===== config.mk =====
export PLATFORM = sky130hd
export DESIGN_NAME = imem_loader_flat
export DESIGN_NICKNAME = d
export VERILOG_FILES = /design/src/rtl/imem_loader_pkg.sv /design/src/rtl/imem_loader_if.sv /design/src/rtl/imem_loader.sv /design/src/flat_wrapper.sv
export SDC_FILE = /design/constraint.sdc
export NUM_CORES = 1
export LEC_CHECK = 0
export ABC_AREA = 0
export CAP_MARGIN = 20
export CORE_ASPECT_RATIO = 2
export CORE_UTILIZATION = 25
export DETAILED_ROUTE_END_ITERATION = 12
export PLACE_DENSITY_LB_ADDON = 0.3
export SLEW_MARGIN = 30
export SYNTH_ARGS = -nofsm -noshare
export SYNTH_HDL_FRONTEND = slang
export SYNTH_SLANG_ARGS = --single-unit

===== constraint.sdc =====
create_clock -name clk -period 4.11 [get_ports clk]
set_input_delay 1.233 -clock clk [delete_from_list [all_inputs] [get_ports clk]]
set_output_delay 1.233 -clock clk [all_outputs]
set_load 0.1 [all_outputs]

===== src/rtl/imem_loader_pkg.sv =====
// Shared definitions for the boot loader: default parameters, FSM state encoding,
// and a helper that identifies the states in which a frame is in progress.
package imem_loader_pkg;

  localparam int         IMEM_WORDS_DEF     = 1024;
  localparam logic [7:0] SYNC_BYTE_DEF      = 8'hA5;
  localparam int         TIMEOUT_CYCLES_DEF = 100000;

  typedef enum logic [2:0] {
    SYNC,
    LEN0,
    LEN1,
    DATA,
    CHK,
    RUN,
    ERR
  } loader_state_t;

  function automatic logic in_frame(input loader_state_t s);
    return s inside {LEN0, LEN1, DATA, CHK};
  endfunction

endpackage


===== src/rtl/imem_loader_if.sv =====
// Byte stream in from the UART receiver and word write port out to instruction memory.
// The loader takes the slave side; the surrounding system or a bench takes the master side.
interface imem_loader_if #(
  parameter int IMEM_AW = 10
);

  logic               rx_valid;
  logic [7:0]         rx_data;
  logic               imem_we;
  logic [IMEM_AW-1:0] imem_addr;
  logic [31:0]        imem_wdata;

  modport master (
    output rx_valid, rx_data,
    input  imem_we, imem_addr, imem_wdata
  );

  modport slave (
    input  rx_valid, rx_data,
    output imem_we, imem_addr, imem_wdata
  );

endinterface


===== src/rtl/imem_loader.sv =====
// Frame-based program loader: SYNC, LEN_LO, LEN_HI, 4*N data bytes, XOR checksum.
// Writes little-endian words to imem and holds the core in reset until a frame verifies.
module imem_loader
  import imem_loader_pkg::*;
#(
  parameter int         IMEM_WORDS     = IMEM_WORDS_DEF,
  parameter logic [7:0] SYNC_BYTE      = SYNC_BYTE_DEF,
  parameter int         TIMEOUT_CYCLES = TIMEOUT_CYCLES_DEF
) (
  input  logic         clk,
  input  logic         reset,
  imem_loader_if.slave bus,
  output logic         core_reset,
  output logic         busy,
  output logic         done,
  output logic         error
);

  localparam int IMEM_AW = $clog2(IMEM_WORDS);
  localparam int TW      = $clog2(TIMEOUT_CYCLES + 1);

  loader_state_t      r_state;
  loader_state_t      w_state_next;

  logic [15:0]        r_len;
  logic [1:0]         r_lane;
  logic [23:0]        r_asm;
  logic [7:0]         r_chk;
  logic [IMEM_AW-1:0] r_word_idx;
  logic [TW-1:0]      r_timer;

  logic               r_we;
  logic [IMEM_AW-1:0] r_addr;
  logic [31:0]        r_wdata;
  logic               r_core_reset;
  logic               r_busy;
  logic               r_done;
  logic               r_error;

  logic               w_byte;
  logic               w_sync_hit;
  logic               w_frame_start;
  logic [15:0]        w_len_full;
  logic               w_len_bad;
  logic               w_last_word;
  logic               w_timeout;

  assign w_byte        = bus.rx_valid;
  assign w_sync_hit    = bus.rx_valid && (bus.rx_data == SYNC_BYTE);
  assign w_frame_start = w_sync_hit && (r_state inside {SYNC, RUN});
  assign w_len_full    = {bus.rx_data, r_len[7:0]};
  assign w_len_bad     = (w_len_full == 16'd0) || (int'(w_len_full) > IMEM_WORDS);
  assign w_last_word   = (r_lane == 2'd3) && (16'(r_word_idx) == r_len - 16'd1);
  assign w_timeout     = !bus.rx_valid && (r_timer == TW'(TIMEOUT_CYCLES - 1));

  always_ff @(posedge clk) begin
    if (reset) r_state <= SYNC;
    else       r_state <= w_state_next;
  end

  // NOTE: w_state_next gets its default before the case so every path assigns it; otherwise a latch is inferred.
  always_comb begin
    w_state_next = r_state;
    case (r_state)
      SYNC: if (w_sync_hit) w_state_next = LEN0;
      LEN0: begin
        if (w_byte)         w_state_next = LEN1;
        else if (w_timeout) w_state_next = ERR;
      end
      LEN1: begin
        if (w_byte)         w_state_next = w_len_bad ? ERR : DATA;
        else if (w_timeout) w_state_next = ERR;
      end
      DATA: begin
        if (w_byte) begin
          if (w_last_word)  w_state_next = CHK;
        end else if (w_timeout) begin
          w_state_next = ERR;
        end
      end
      CHK: begin
        if (w_byte)         w_state_next = (bus.rx_data == r_chk) ? RUN : ERR;
        else if (w_timeout) w_state_next = ERR;
      end
      RUN:     if (w_sync_hit) w_state_next = LEN0;
      ERR:     w_state_next = SYNC;
      default: w_state_next = SYNC;
    endcase
  end

  // NOTE: state registers use non-blocking assignments so every flop samples pre-edge values.
  always_ff @(posedge clk) begin
    if (reset) begin
      r_len        <= '0;
      r_lane       <= '0;
      r_asm        <= '0;
      r_chk        <= '0;
      r_word_idx   <= '0;
      r_timer      <= '0;
      r_we         <= 1'b0;
      r_addr       <= '0;
      r_wdata      <= '0;
      r_core_reset <= 1'b1;
      r_busy       <= 1'b0;
      r_done       <= 1'b0;
      r_error      <= 1'b0;
    end else begin
      r_we         <= 1'b0;
      r_busy       <= in_frame(w_state_next);
      r_done       <= (w_state_next == RUN);
      r_core_reset <= (w_state_next != RUN);

      if (w_state_next == ERR) r_error <= 1'b1;
      else if (w_frame_start)  r_error <= 1'b0;

      // Idle-cycle timer only runs while a frame is open; any accepted byte restarts it.
      if (in_frame(r_state) && !w_byte) r_timer <= r_timer + TW'(1);
      else                              r_timer <= '0;

      if (w_frame_start) begin
        r_chk      <= '0;
        r_word_idx <= '0;
        r_lane     <= '0;
      end

      if (r_state == LEN0 && w_byte) r_len[7:0]  <= bus.rx_data;
      if (r_state == LEN1 && w_byte) r_len[15:8] <= bus.rx_data;

      if (r_state == DATA && w_byte) begin
        r_chk  <= r_chk ^ bus.rx_data;
        r_lane <= r_lane + 2'd1;
        case (r_lane)
          2'd0: r_asm[7:0]   <= bus.rx_data;
          2'd1: r_asm[15:8]  <= bus.rx_data;
          2'd2: r_asm[23:16] <= bus.rx_data;
          default: begin
            r_we       <= 1'b1;
            r_addr     <= r_word_idx;
            r_wdata    <= {bus.rx_data, r_asm};
            r_word_idx <= r_word_idx + IMEM_AW'(1);
          end
        endcase
      end
    end
  end

  assign bus.imem_we    = r_we;
  assign bus.imem_addr  = r_addr;
  assign bus.imem_wdata = r_wdata;
  assign core_reset     = r_core_reset;
  assign busy           = r_busy;
  assign done           = r_done;
  assign error          = r_error;

endmodule


===== src/flat_wrapper.sv =====
// flat-port wrapper written by rule: the top's interface ports become plain ports
module imem_loader_flat import imem_loader_pkg::*;
#(
  parameter int         IMEM_WORDS     = IMEM_WORDS_DEF,
  parameter logic [7:0] SYNC_BYTE      = SYNC_BYTE_DEF,
  parameter int         TIMEOUT_CYCLES = TIMEOUT_CYCLES_DEF
)
  (clk, reset, core_reset, busy, done, error, bus_rx_valid, bus_rx_data, bus_imem_we, bus_imem_addr, bus_imem_wdata);
  imem_loader_if #(.IMEM_AW((10))) bus_i ();
  input  logic clk;
  input  logic reset;
  output logic core_reset;
  output logic busy;
  output logic done;
  output logic error;
  input wire logic [$bits(bus_i.rx_valid)-1:0] bus_rx_valid;
  input wire logic [$bits(bus_i.rx_data)-1:0] bus_rx_data;
  output wire logic [$bits(bus_i.imem_we)-1:0] bus_imem_we;
  output wire logic [$bits(bus_i.imem_addr)-1:0] bus_imem_addr;
  output wire logic [$bits(bus_i.imem_wdata)-1:0] bus_imem_wdata;
  assign bus_i.rx_valid = bus_rx_valid;
  assign bus_i.rx_data = bus_rx_data;
  assign bus_imem_we = bus_i.imem_we;
  assign bus_imem_addr = bus_i.imem_addr;
  assign bus_imem_wdata = bus_i.imem_wdata;
  imem_loader #(.IMEM_WORDS(IMEM_WORDS), .SYNC_BYTE(SYNC_BYTE), .TIMEOUT_CYCLES(TIMEOUT_CYCLES)) u_core (.clk(clk), .reset(reset), .bus(bus_i), .core_reset(core_reset), .busy(busy), .done(done), .error(error));
endmodule

* Word-level counts from Yosys, hierarchy flattened
Index checks and enable logic that the tools add are counted.
** Storage, ports and cells
- Register bits :: 127
- Input port bits :: 11
- Output and inout port bits :: 47
** Cells by class
- Add/sub/neg operators :: 4
- $lt $le $gt $ge :: 1
- Eq/ne operators :: 19
- Muxes and demuxes :: 20
- Bitwise operators :: 4
- Reductions and logical operators :: 26
** Operators with widths (count)
- $mux 10 :: 3
- $mux 3 :: 8
- $add 17x1->17 const B :: 1
- $eq 17x17->1 const B :: 1
- $eq 10x16->1 :: 1
- $gt 16x11->1 const B :: 1
- $logic_not 16->1 :: 1
- $mux 8 :: 2
- $sub 16x1->16 const B :: 1
- $eq 3x3->1 const B :: 5
- $pmux 3 s5 :: 1
- $eq 3x2->1 const B :: 4
- $add 10x1->10 const B :: 1
- $eq 8x8->1 :: 1
- $eq 8x8->1 const B :: 1
- $logic_and 1x1->1 :: 8
- $reduce_and 2->1 :: 4
- $reduce_bool 4->1 :: 2
- $xor 8x8->8 :: 1
- $eq 3x1->1 const B :: 2
- $mux 2 :: 3
- $reduce_bool 2->1 :: 3
- $reduce_or 2->1 :: 3
- $eq 2x2->1 const B :: 2
- other kinds (10) :: 14

* Logic depth before layout (Yosys ltp)
Gate-level depths: netlist (run 1).
- Depth after elaboration :: 8
- Mapped depth :: 11

* Worst setup path before layout (run 1)
No wires, ideal clock.
- Kind :: input to register
- Start :: input port bus_rx_data[3]
- End :: register u_core.r_busy, in the netlist u_core.busy
- Library setup time :: 121 ps
- Arrival time :: 3357 ps
- Required time :: 3989 ps
- Setup slack :: 632 ps
- Stages on the path :: 9
- Path through :: clkbuf_1 or3_1 or4b_1 nor2_1 nor3b_1 a221o_1 a41o_1 and2b_4 mux2_2
** Between the ends
- Cells in the longest elaborated chain, start to end :: 7
** Ends and longest elaborated chain
- from (decl) :: RTL line flat_wrapper.sv:17 : input wire logic [$bits(bus_i.rx_data)-1:0] bus_rx_data;
- $gt 16x11->1 or $logic_not 16->1 (tied branches) :: RTL line imem_loader.sv:52 : assign w_len_bad = (w_len_full == 16'd0) || (int'(w_len_full) > IMEM_WORDS);
- $logic_or 1x1->1 :: RTL line imem_loader.sv:52
- $mux 3 (2 in a row) :: RTL line imem_loader.sv:71 : if (w_byte) w_state_next = w_len_bad ? ERR : DATA;
- $pmux 3 s5 (*) :: RTL line imem_loader.sv:64 : case (r_state)
- $eq 3x1->1 (tied with other cells) :: RTL line imem_loader_pkg.sv:20 : return s inside {LEN0, LEN1, DATA, CHK};
- $reduce_bool 4->1 (*) :: RTL line imem_loader_pkg.sv:20
- to (signal assigned) :: RTL line imem_loader.sv:109 : r_busy <= in_frame(w_state_next);
- to (decl) :: RTL line imem_loader.sv:36 : logic r_busy;
Every way passes the cells marked *; elsewhere a longest branch is shown, timed or not.
A chain may end at the register's enable or synchronous reset.

* Worst setup path after layout (run 1)
- Start :: input port bus_rx_valid
- End :: register u_core.r_busy, in the netlist u_core.busy
** Between the ends
- Cells in the longest elaborated chain, start to end :: 7
** Ends and longest elaborated chain
- from (decl) :: RTL line flat_wrapper.sv:16 : input wire logic [$bits(bus_i.rx_valid)-1:0] bus_rx_valid;
- $logic_not 1->1 :: RTL line imem_loader.sv:54 : assign w_timeout = !bus.rx_valid && (r_timer == TW'(TIMEOUT_CYCLES - 1));
- $logic_and 1x1->1 :: RTL line imem_loader.sv:54
- $mux 3
- $mux 3 (on tied branches)
- $pmux 3 s5 (*) :: RTL line imem_loader.sv:64
- $eq 3x1->1 (tied with other cells) :: RTL line imem_loader_pkg.sv:20
- $reduce_bool 4->1 (*) :: RTL line imem_loader_pkg.sv:20
Marks and branches as above.

==> results of run 1 <==
[final cells by class]
cell class	instances	share of cell area [%]
Multi-Input combinational cell	531	39.58
Sequential cell	127	35.78
Timing Repair Buffer	75	10.04
Clock buffer	17	5.987
Tap cell	276	4.860
Clock inverter	15	3.275
Inverter	9	0.4754
[sequential cells by signal (all words and copies together) (netlist names)]
signal and count:
u_core.bus.imem_addr 10, u_core.bus.imem_wdata 32, u_core.bus.imem_we 1, u_core.busy 1
u_core.core_reset 1, u_core.done 1, u_core.error 1, u_core.r_asm 24
u_core.r_chk 8, u_core.r_lane 2, u_core.r_len 16, u_core.r_state 3
u_core.r_timer 17, u_core.r_word_idx 10
[logic make-up after synthesis]
group	share of synthesized area [%]
buf+inv	4.430
xor+xnor	5.639
flops	45.47
mux	1.678
fa+ha+maj	1.566
compound gates	13.94
simple gates	27.28
[final timing paths]
| path | cells after the start | endpoint | slack, ns | from |
|---|---|---|---|---|
| max | 8 | u_core.busy$_SDFF_PP0_ | 0.55 | bus_rx_valid |
| min | 2 | u_core.bus.imem_wdata[11]$_SDFFE_PP0P_ | 0.45 | u_core.r_asm[11]$_SDFFE_PP0P_ |
| max reg2reg | 10 | u_core.busy$_SDFF_PP0_ | 0.66 | u_core.r_len[0]$_SDFFE_PP0P_ |
| min reg2reg | 2 | u_core.bus.imem_wdata[11]$_SDFFE_PP0P_ | 0.45 | u_core.r_asm[11]$_SDFFE_PP0P_ |
[worst max-delay path: cells and delay by family]
kind / cells / cell delay (ns)
AO/OA/AOI/OAI: 1 / 0.22
buffers and inverters: 1 / 0.55
multiplexers: 1 / 0.33
AND/OR/NAND/NOR: 5 / 1.52
[metal layers]
metal  track usage [%]  vias to the layer above  wire (um)
met2             27.61                       77       8933
met5                 0                        -          0
met3             2.219                       23        371
met4             7.274                        0        308
met1             14.79                     2341       5940
li1                  -                     2523          -
[through the flow]
step,setup WS (ns),instances
after global routing,0.3838,1050
after global placement,0.1488,1018
after detailed placement,0.1335,1018
final,0.5532,1050
after floorplan,0.6318,721
after CTS,0.5635,1050
[cells in the final DEF (no fill, tap or decap), types with 2 or more instances in the layout]
master,count
ha_1,7
dfxtp_1,127
nor2_1,77
a21oi_1,95
o21ai_0,17
nor3b_1,3
a22oi_1,2
nand3_1,40
mux2i_1,6
nand2_1,158
and4_1,2
xnor2_1,14
inv_6,4
and3_1,4
nor4_1,5
clkdlybuf4s50_1,55
a311oi_1,3
or3b_2,2
and2_1,2
buf_4,19
or3_1,7
nand4_1,7
o31a_1,2
bufinv_16,5
clkbuf_16,17
o31ai_1,5
or4_1,9
nand2b_1,3
xor2_1,22
nand4b_1,2
a31oi_1,4
nor3_1,9
inv_1,9
clkinv_4,4
nor4_2,2
mux2_2,3
nor2b_1,2
[power groups by stage]
stage	Sequential [mW]	Clock (mW)	Combinational [mW]
after CTS	1.27	1.72	0.193
after global routing	1.27	1.77	0.207
after floorplan	1.31	0	0.111
after detailed placement	1.29	0	0.192
final	1.27	1.69	0.190
after global placement	1.29	0	0.192
==> impl_metrics.json, run 1 <==
{
  "status": "complete, but fails checks",
  "violations": "design-rule violations",
  "p_sw_uw": 750.2,
  "clk_latency_ns": 0.42,
  "nNetsFinal": 779,
  "synthTopCellsByArea": "dfxtp_1 (45%), nand2_1 (11%), a21oi_1 (8.5%), nor2_1 (5.2%), nand3_1 (3.6%)",
  "fillers": 2354,
  "utilization_pct": 32.21,
  "worstSetupEndpointType": "flop",
  "num_rows": 77,
  "switching_share_pct": 23.84,
  "skew_ns": 0.009349,
  "cts_resized": 0,
  "finalPower_mw": 3.147,
  "cts.sinks": 127,
  "wirelength_um": 15550,
  "synth-seq-cells": 127,
  "yosysMostFrequentCell": "nand2_1",
  "grt_usage_pct": 14.41,
  "final-hold-violation-count": 0,
  "die-area_um2": 23000,
  "dieWidth_um": 107.8,
  "cts_max_level": 4,
  "io_pins": 58,
  "cts-hold-fix-buffers": 0,
  "yosysTopAreaCell": "dfxtp_1",
  "cap_viol_max_count": 0,
  "path_cells": "clkdlybuf4s50_1 -> nand4b_1 -> or4_1 -> or4_1 -> nor4_2 -> o21ai_0 -> nor2_1 -> mux2_2",
  "comb_power_share_pct": 6.0,
  "area_delta_synth_final_pct": 27.08,
  "cts.path.max_buffers": 2,
  "synth_top_area_share_pct": 45.47,
  "synth_ff_type": "dfxtp_1",
  "drc": 2,
  "path_class": "primary input to flop",
  "antenna_found_initial": 0,
  "drive_above_1_share_pct": 8.398,
  "setup_tns_ns": 0,
  "synth_warnings": 0,
  "path_clk_slew_ns": 0.06,
  "postCtsSetupRepairBufs": 0,
  "required_ns": 4.42,
  "crit_path_max_incr_delay_ns": 0.55,
  "power_density_nw_per_um2": 442.9,
  "wire_per_inst_um": 14.81,
  "cp_slowest_cell": "clkdlybuf4s50_1",
  "fin_crit_sh_pct": 86.54,
  "cp_max_fo": 3,
  "netlist_area_um2": 5592,
  "drt-initial-drc-count": 291,
  "p_leak_nw": 2.429,
  "regArea_um2": 2542,
  "seq_power_share_pct": 40.2,
  "multi_input_area_um2": 2813,
  "cts_tree": "built",
  "rsz0062_at_grt": "false",
  "setup_viol": 0,
  "worst_pin_slew_ns": 0.9960,
  "cts_buffers": 17,
  "portBuffers": 57,
  "hold_path_class": "flop to flop",
  "arrival_ns": 3.86,
  "postPlaceCellArea_um2": 6447,
  "synth_edf_count": 0,
  "grt_max_degree": 61,
  "gr-total-overflow": 0,
  "syn-num-nets": 739,
  "grt_pass1_vias": 4879,
  "dieHeight_um": 213.5,
  "start_util_pct": 25.34,
  "drv_slew": 0,
  "syn_inst": 721,
  "via_per_inst": 4.728,
  "root_buffer": "clkbuf_16",
  "slew-limit-headroom_pct": 33.39,
  "p_int_mw": 2.397,
  "postSynthAreaPerCell_um2": 7.755,
  "gp_congestion": 0.8565,
  "hold_ws_ns": 0.4507,
  "netlist-cell-type-count": 52,
  "fmax_mhz": 281.2,
  "ir_worst_vdd_v": 0.0002648,
  "dr_total_vias": 4964,
  "power.share.clock_pct": 53.7,
  "cp-start-kind": "primary input",
  "cp_common_cell": "or4_1",
  "min_period_ns": 3.557,
  "hpwl_um": 11030,
  "ys_seq_area_share_pct": 45.47,
  "ant_nets": 0,
  "firstDrtPassIters": 8,
  "fin_area_um2": 7106,
  "grt_pass1_wl_um": 25550,
  "antenna_cells": 0,
  "async_flop_share_pct": 0,
  "core_area_um2": 22060,
  "ys_top_cells_by_count": "nand2_1 (158), dfxtp_1 (127), a21oi_1 (95), nor2_1 (77), clkbuf_1 (45)"
}
Note: power is estimated with default switching activity, not from simulation.
==> run 2, diff against run 1 <==
CTS_CLUSTER_SIZE = 40   (was default)
==> results of run 2 <==
The final DEF is identical to that of run 1; final timing and power are the same.
